<file path="src/rtl/ascon_fsm.sv">
// Control FSM for an Ascon-128 style encryption datapath: sequences the
// initialisation, AD, PT and finalisation permutations and drives the datapath enables.
module ascon_fsm (
  input  logic       clk_i,
  input  logic       resetb_i,
  input  logic       start_i,
  input  logic       data_valid_i,
  input  logic       data_last_i,
  output logic       data_ready_o,
  output logic       select_o,
  output logic [3:0] round_o,
  output logic       en_reg_state_o,
  output logic       en_xor_data_o,
  output logic       en_xor_begin_key_o,
  output logic       en_xor_lsb_o,
  output logic       en_xor_end_key_o,
  output logic       en_out_cipher_o,
  output logic       en_out_tag_o,
  output logic       cipher_valid_o,
  output logic       busy_o,
  output logic       done_o
);

  typedef enum logic [3:0] {
    S_IDLE, S_INIT, S_WAIT_AD, S_AD_RND, S_WAIT_PT, S_PT_RND, S_FINAL, S_TAG, S_END
  } state_e;

  localparam logic [3:0] LAST_RND  = 4'd11;
  localparam logic [3:0] PB_FIRST  = 4'd6;

  state_e     state_q, state_d;
  logic [3:0] rnd_q, rnd_d;
  logic       last_ad_q, last_ad_d;
  logic       cipher_valid_q, cipher_valid_d;
  logic       done_q, done_d;
  logic       xfer;

  // Ready depends on state only, so the Mealy transfer term has no combinational loop.
  assign data_ready_o   = (state_q == S_WAIT_AD) || (state_q == S_WAIT_PT);
  assign xfer           = data_valid_i & data_ready_o;
  assign busy_o         = (state_q != S_IDLE);
  assign cipher_valid_o = cipher_valid_q;
  assign done_o         = done_q;

  always_comb begin
    // NOTE: every output and next-state signal gets a default first so no path infers a latch.
    state_d            = state_q;
    rnd_d              = rnd_q;
    last_ad_d          = last_ad_q;
    select_o           = 1'b1;
    round_o            = '0;
    en_reg_state_o     = 1'b0;
    en_xor_data_o      = 1'b0;
    en_xor_begin_key_o = 1'b0;
    en_xor_lsb_o       = 1'b0;
    en_xor_end_key_o   = 1'b0;
    en_out_cipher_o    = 1'b0;
    en_out_tag_o       = 1'b0;

    case (state_q)
      S_IDLE: begin
        if (start_i) begin
          state_d = S_INIT;
          rnd_d   = '0;
        end
      end
      S_INIT: begin
        en_reg_state_o = 1'b1;
        round_o        = rnd_q;
        select_o       = (rnd_q != 4'd0);
        if (rnd_q == LAST_RND) begin
          en_xor_end_key_o = 1'b1;
          rnd_d            = '0;
          state_d          = S_WAIT_AD;
        end else begin
          rnd_d = rnd_q + 4'd1;
        end
      end
      S_WAIT_AD: begin
        if (xfer) begin
          round_o        = PB_FIRST;
          en_xor_data_o  = 1'b1;
          en_reg_state_o = 1'b1;
          rnd_d          = PB_FIRST + 4'd1;
          last_ad_d      = data_last_i;
          state_d        = S_AD_RND;
        end
      end
      S_AD_RND: begin
        en_reg_state_o = 1'b1;
        round_o        = rnd_q;
        if (rnd_q == LAST_RND) begin
          en_xor_lsb_o = last_ad_q;
          rnd_d        = '0;
          state_d      = last_ad_q ? S_WAIT_PT : S_WAIT_AD;
        end else begin
          rnd_d = rnd_q + 4'd1;
        end
      end
      S_WAIT_PT: begin
        if (xfer) begin
          en_xor_data_o   = 1'b1;
          en_out_cipher_o = 1'b1;
          en_reg_state_o  = 1'b1;
          if (data_last_i) begin
            // Last PT block starts the full-length finalisation permutation.
            round_o            = '0;
            en_xor_begin_key_o = 1'b1;
            rnd_d              = 4'd1;
            state_d            = S_FINAL;
          end else begin
            round_o = PB_FIRST;
            rnd_d   = PB_FIRST + 4'd1;
            state_d = S_PT_RND;
          end
        end
      end
      S_PT_RND: begin
        en_reg_state_o = 1'b1;
        round_o        = rnd_q;
        if (rnd_q == LAST_RND) begin
          rnd_d   = '0;
          state_d = S_WAIT_PT;
        end else begin
          rnd_d = rnd_q + 4'd1;
        end
      end
      S_FINAL: begin
        en_reg_state_o = 1'b1;
        round_o        = rnd_q;
        if (rnd_q == LAST_RND) begin
          en_xor_end_key_o = 1'b1;
          rnd_d            = '0;
          state_d          = S_TAG;
        end else begin
          rnd_d = rnd_q + 4'd1;
        end
      end
      S_TAG:   begin
        en_out_tag_o = 1'b1;
        state_d      = S_END;
      end
      S_END:   state_d = S_IDLE;
      default: state_d = S_IDLE;
    endcase

    cipher_valid_d = en_out_cipher_o;
    done_d         = (state_q == S_TAG);
  end

  // NOTE: sequential state uses non-blocking assignments only; reset is asynchronous.
  always_ff @(posedge clk_i or negedge resetb_i) begin
    if (!resetb_i) begin
      state_q        <= S_IDLE;
      rnd_q          <= '0;
      last_ad_q      <= 1'b0;
      cipher_valid_q <= 1'b0;
      done_q         <= 1'b0;
    end else begin
      state_q        <= state_d;
      rnd_q          <= rnd_d;
      last_ad_q      <= last_ad_d;
      cipher_valid_q <= cipher_valid_d;
      done_q         <= done_d;
    end
  end

  a_round_range: assert property (@(posedge clk_i) disable iff (!resetb_i)
    round_o <= LAST_RND);
  a_pb_rounds: assert property (@(posedge clk_i) disable iff (!resetb_i)
    (state_q == S_AD_RND || state_q == S_PT_RND) |-> round_o >= PB_FIRST);
  a_key_excl: assert property (@(posedge clk_i) disable iff (!resetb_i)
    !(en_xor_lsb_o && en_xor_end_key_o));

endmodule

</file>
<file path="config.mk">
export PLATFORM = sky130hd
export DESIGN_NAME = ascon_fsm
export DESIGN_NICKNAME = d
export VERILOG_FILES = /design/src/rtl/ascon_fsm.sv
export SDC_FILE = /design/constraint.sdc
export NUM_CORES = 1
export LEC_CHECK = 0
export ABC_AREA = 0
export BUFFER_PORTS_ARGS = -buffer_cell sky130_fd_sc_hd__buf_4
export CORE_MARGIN = 2
export CORE_UTILIZATION = 56
export DETAILED_ROUTE_END_ITERATION = 7
export PLACE_DENSITY = 0.8
export RECOVER_POWER = 25
export SYNTH_ARGS = -nofsm -noshare
export SYNTH_HDL_FRONTEND = slang
export SYNTH_SLANG_ARGS = --single-unit
</file>
<file path="constraint.sdc">
create_clock -name clk_i -period 2.9 [get_ports clk_i]
set_clock_uncertainty 0.1 [all_clocks]
set_input_delay 0.435 -clock clk_i [delete_from_list [all_inputs] [get_ports clk_i]]
set_output_delay 0.435 -clock clk_i [all_outputs]
set_load 0.01 [all_outputs]
</file>
==> results of run 1 <==
==> synth_stat cells, drive strengths merged <==
library cell / n / area, µm²
nor2: 8 / 30.03
nor3: 2 / 10.01
nand2b: 2 / 12.51
xor2: 1 / 8.760
and3: 1 / 6.260
dfrtp: 11 / 275.3
and2b: 2 / 17.52
a2bb2oi: 1 / 8.760
o22ai: 1 / 6.260
or3: 1 / 6.260
nand2: 15 / 56.30
a21oi: 5 / 36.29
and2: 2 / 12.51
a221o: 2 / 20.02
o21ai: 2 / 10.00
mux2: 5 / 63.81
o21a: 1 / 7.510
nor4: 2 / 12.51
nand3b: 1 / 7.510
o21bai: 1 / 7.510
ha: 2 / 25.02
a2111oi: 1 / 10.01
a32o: 1 / 10.01
a21o: 3 / 22.52
mux2i: 2 / 20.02
buf: 6 / 47.54
nand4: 1 / 6.260
or2: 2 / 12.52
nor2b: 3 / 18.77
a22o: 3 / 35.04
a21bo: 1 / 10.01
inv: 3 / 11.26
nor3b: 3 / 22.52
clkbuf: 1 / 3.750
nand3: 3 / 15.01
a211oi: 1 / 7.510
==> how the worst min path moves through the flow <==
stage,start,to,depth (start not counted)
after floorplan,resetb_i,cipher_valid_o,0
after global placement,resetb_i,done_o,1
after detailed placement,resetb_i,state_q[3],1
after CTS,data_last_i,last_ad_q,2
after global routing,data_last_i,last_ad_q,2
final,data_last_i,last_ad_q,2
==> cell type report <==
class | count | area (µm²)
repair buffers | 22 | 163.9
fillers | 128 | 454.2
well taps | 16 | 20.02
inverters | 3 | 11.26
multi-input cells | 81 | 555.5
flip-flops and latches | 11 | 275.3
clock buffers | 4 | 26.28
==> through the flow <==
| step | instance area (µm²) | instances | hold WS, ns |
|---|---|---|---|
| 5_1_grt | 1052 | 137 | 0.3477 |
| 6_report | 1052 | 137 | 0.3479 |
| 3_3_place_gp | 1020 | 132 | 0.1802 |
| 2_1_floorplan | 893.4 | 102 | 0.03941 |
| 3_5_place_dp | 1020 | 132 | 0.1821 |
| 4_1_cts | 1056 | 137 | 0.3435 |
==> flip-flops by register name (all words and copies together) (netlist names) <==
name / flops
done_o: 1
rnd_q: 4
cipher_valid_o: 1
state_q: 4
last_ad_q: 1
==> metal layers <==
| layer | vias to the layer above | wire length, µm | GRT usage [%] |
|---|---|---|---|
| met5 | - | 0 | 0 |
| met4 | 0 | 39 | 12.12 |
| met3 | 4 | 148 | 2.500 |
| met2 | 37 | 829 | 31.47 |
| met1 | 359 | 872 | 31.27 |
| li1 | 401 | - | - |
==> critical path, stage by stage (launching register included) <==
cell and delay [ns]:
dfrtp_1 0.70, nand3b_1 0.23, a21oi_4 0.34, o21bai_1 0.18, buf_4 0.15
==> kinds of logic after synthesis <==
kind of cell	synth area share, %
AO/OA/AOI/OAI	21.43
XOR/XNOR	0.9806
adder cells (fa/ha/maj)	2.801
buffers and inverters	7.002
flip-flops	30.81
multiplexers	9.384
AND/OR/NAND/NOR	27.59
==> where the power goes <==
part           internal, µW  switching [µW]
clock                  53.2            53.7
combinational           408             351
sequential              215             128
total                   676             532
==> what timing repair did <==
action                    4_1_cts  5_1_grt
resized for setup               0        0
hold endpoints to repair       11        0
hold buffers                    1        0
==> impl_metrics.toml, run 1 <==
[clocking]
postCtsSetupBuffers = 0
htree_levels = 1
path_clk_slew_ns = 0.07
cts_tree = "done"
clk_latency_ns = 0.27
cts_root_buffer = "clkbuf_4"
numCtsBuffers = 3
clkSinkCount = 11
ctsLongestPathBuffers = 2

[floorplan]
placement_rows = 14
ios = 21
die_h_um = 43.94
dieArea_mm2 = 0.001931
start_util_pct = 59.30
core-area_mm2 = 0.001506
die_w_um = 43.94

[route]
drc = 0
drt_iter0_drc = 20
dr.pass1.iters = 5
dr_total_vias = 801
ant_nets = 0
wl_um = 1890
vias_per_cell = 5.847
detail_route.wl_per_cell_um = 13.80

[grt]
track_usage_pct = 21.77
grt_pass1_vias = 682
grt_start_max_net_pins = 22
antenna_found_initial = 0
grt_pass1_wl_um = 3091
grt-ovfl-total = 0

[timing]
grt_setup_unrepaired = "no"
period_needed_ns = 2.397
worst_slack_ns = 0.5029
slew_headroom_pct = 57.64
worst_pin_slew_ns = 0.6355
fin_crit_sh_pct = 82.66
fmax_ghz = 0.4172
slew_viol_final = 0
hold_viol_final = 0
finalSetupTns_ns = 0
setup_viol_count_final = 0

[setup_path]
worst_ep_required_time_ns = 2.37
path_max_fanout = 21
r2r_cells = 4
ff2ff_setup_slack_ns = 0.90
cp-end-kind = "primary output"
r2r_start = "state_q[2]"
endpoint = "en_reg_state_o"
crit_path_start_kind = "flip-flop"
crit_type = "reg2out"
startpoint = "state_q[2]"
cp.arrival_ns = 1.86
r2r-end = "state_q[1]"

[placement]
io_buffers = 20
dp_slack_ns = 0.8124
hpwl_um = 1335
gp_congestion = 0.8195

[cells_and_area]
drive_above_1_share_pct = 26.45
final_common_cell = "buf_4"
antenna-diode-count = 0
final_cell_mix = "buf_4, nand2_1, dfrtp_1"
nets = 129
area_delta_synth_final_pct = 17.79
final_core_util_pct = 69.85

[pwr]
vdd_drop_max_uv = 620.7
power.total_uw = 1208
leakagePower_uw = 0.0005106
power_density_mw_per_mm2 = 1148

[logic_synthesis]
synth-seq-cells = 11
synthCells = 102
yosysSeqAreaShare_pct = 30.81
yosys_warnings = 0
synthesis.area_um2 = 893.4
postSynthAreaPerCell_um2 = 8.758
syn-num-nets = 109
ys_types = 45

[outcome]
outcome = "finished, final reports clean"

[job]
maxCapViolCount = 0

[worst_hold_path]
hold_path.class = "in2reg"
(Power assumes the default switching activity.)
==> run 2, diff against run 1 <==
--- a/config.mk
+++ b/config.mk
@@ -8,9 +8,9 @@
 export ABC_AREA = 0
 export BUFFER_PORTS_ARGS = -buffer_cell sky130_fd_sc_hd__buf_4
 export CORE_MARGIN = 2
-export CORE_UTILIZATION = 56
+export CORE_UTILIZATION = 52
 export DETAILED_ROUTE_END_ITERATION = 7
-export PLACE_DENSITY = 0.8
+export PLACE_DENSITY = 0.75
 export RECOVER_POWER = 25
 export SYNTH_ARGS = -nofsm -noshare
 export SYNTH_HDL_FRONTEND = slang
==> constraint.sdc (replaced) <==
create_clock -name clk_i -period 2.4 [get_ports clk_i]
set_clock_uncertainty 0.1 [all_clocks]
set_input_delay 0.36 -clock clk_i [delete_from_list [all_inputs] [get_ports clk_i]]
set_output_delay 0.36 -clock clk_i [all_outputs]
set_load 0.01 [all_outputs]
==> run 2 against run 1 <==
  * Final area rose by 0.83%
  * Critical path depth did not move
  * Cell count grew 0.73%
  * First-iteration DRC count rose by 20%
  * Routed wire length grew 4.0%
  * Register-to-register slack got worse by 0.41 ns
  * Global-route usage is 0.98 points higher
  * Clock power up 21%
  * Setup slack lost 0.35 ns
  * Sequential share of layout area is 0.098 points lower
  * Via count up 1.9%
  * Die area up 7.0%
  * Highest routed layer unchanged
==> impl_metrics.toml, run 2 (same netlist as run 1, synthesis figures left out) <==
[setup_path]
path_max_fanout = 16
ff2ff_setup_slack_ns = 0.49
crit_slowest_cell = "dfrtp_1"
startpoint = "state_q[0]"
r2r_start = "state_q[0]"
crit_type = "reg2out"
r2r-end = "state_q[2]"
cp.arrival_ns = 1.79
r2r_cells = 4
cpPeakStageDelay_ns = 0.61
crit_path_start_kind = "flip-flop"
worst_ep_required_time_ns = 1.94
cp-end-kind = "primary output"
cp_cell_sequence = "a21bo_2 > a21oi_4 > o21bai_1 > buf_4"

[timing]
setup_viol_count_final = 0
fin_crit_sh_pct = 93.56
period_needed_ns = 2.245
worst_pin_slew_ns = 0.6076
whs_ns = 0.2717
fmax_ghz = 0.4454
slew_headroom_pct = 59.50
grt_setup_unrepaired = "no"
slew_viol_final = 0
finalSetupTns_ns = 0
hold_viol_final = 0

[route]
ant_nets = 0
dr.pass1.iters = 6
detail_route.wl_per_cell_um = 14.24
wl_um = 1965
drt_iter0_drc = 24
drc = 0
vias_per_cell = 5.913
dr_total_vias = 816

[pwr]
power_density_mw_per_mm2 = 1396
leakagePower_uw = 0.0005140
vdd_drop_max_uv = 782.9

[clocking]
ctsLongestPathBuffers = 2
clkSinkCount = 11
path_clk_slew_ns = 0.07
htree_levels = 1
clk_latency_ns = 0.27
numCtsBuffers = 3
cts_tree = "done"
postCtsSetupBuffers = 0
cts_root_buffer = "clkbuf_4"

[floorplan]
start_util_pct = 57.30
core-area_mm2 = 0.001559
placement_rows = 14
dieArea_mm2 = 0.002066
ios = 21
die_w_um = 45.45
die_h_um = 45.45

[cells_and_area]
final_common_cell = "buf_4"
final_cell_mix = "buf_4, nand2_1, dfrtp_1"
nets = 130
area_delta_synth_final_pct = 18.77
drive_above_1_share_pct = 27.87
final_core_util_pct = 68.06
antenna-diode-count = 0
top_regs = "rnd_q x4, state_q x4"

[worst_hold_path]
holdCritStartpoint = "data_last_i"
hold_end = "last_ad_q"
hold_path.class = "in2reg"
whs_path_depth = 2

[placement]
gp_congestion = 0.8037
io_buffers = 20
hpwl_um = 1413

[outcome]
outcome = "finished, final reports clean"

[job]
maxCapViolCount = 0

[grt]
antenna_found_initial = 0
track_usage_pct = 22.74
grt_pass1_vias = 709
grt_start_max_net_pins = 22
grt_pass1_wl_um = 3346
grt-ovfl-total = 0
-- run 2: cell type report --
| class | instances | area (µm²) |
|---|---|---|
| sequential | 11 | 276.5 |
| multi-input combinational | 81 | 555.5 |
| inverter | 3 | 11.26 |
| fill | 128 | 498.0 |
| timing repair buffer | 23 | 171.4 |
| clock buffer | 4 | 26.28 |
| tap | 16 | 20.02 |
-- run 2: through the flow --
step	instances	worst slack (ns)	cell area, µm²	power [µW]
4_1_cts	138	0.07346	1064	1485
6_report	138	0.1547	1061	1481
5_1_grt	138	0.02763	1061	1613
3_3_place_gp	133	0.4289	1027	1324
3_5_place_dp	133	0.3848	1027	1348
2_1_floorplan	102	0.7501	893.4	1104
-- run 2: worst max path at each step --
stage	slack, ns	cells after the start	to
finish	0.15	4	en_reg_state_o
global route	0.03	4	en_reg_state_o
CTS	0.07	4	en_reg_state_o
detailed placement	0.38	4	en_reg_state_o
global placement	0.43	4	en_reg_state_o
floorplan	0.75	3	en_xor_lsb_o
-- run 2: worst max-delay path, delay by kind of cell, from the launching register on --
| family | cells | cell delay [ns] |
|---|---|---|
| AOI/OAI and AO/OA | 3 | 0.75 |
| DFF | 1 | 0.61 |
| buffers and inverters | 1 | 0.15 |
-- run 2: power by group --
part           internal [µW]  switching [µW]  total, µW
combinational            504             453        957
sequential               262             133        395
clock                   64.3            65.2        130
total                    830             651       1480
-- run 2: per-layer routing --
metal  track usage (%)  vias to the layer above  part of all wire (%)
met4             12.35                        0                  0.76
met5                 0                        -                     0
li1                  -                      404                     -
met2             30.42                       29                    44
met1             34.24                      381                    49
met3             3.571                        2                   6.0
-- run 2: timing repair --
action                                 4_1_cts  5_1_grt
resized for setup                            0        1
setup endpoints to repair                    0        5
endpoints found under the hold margin       11        0
hold buffers                                 1        0
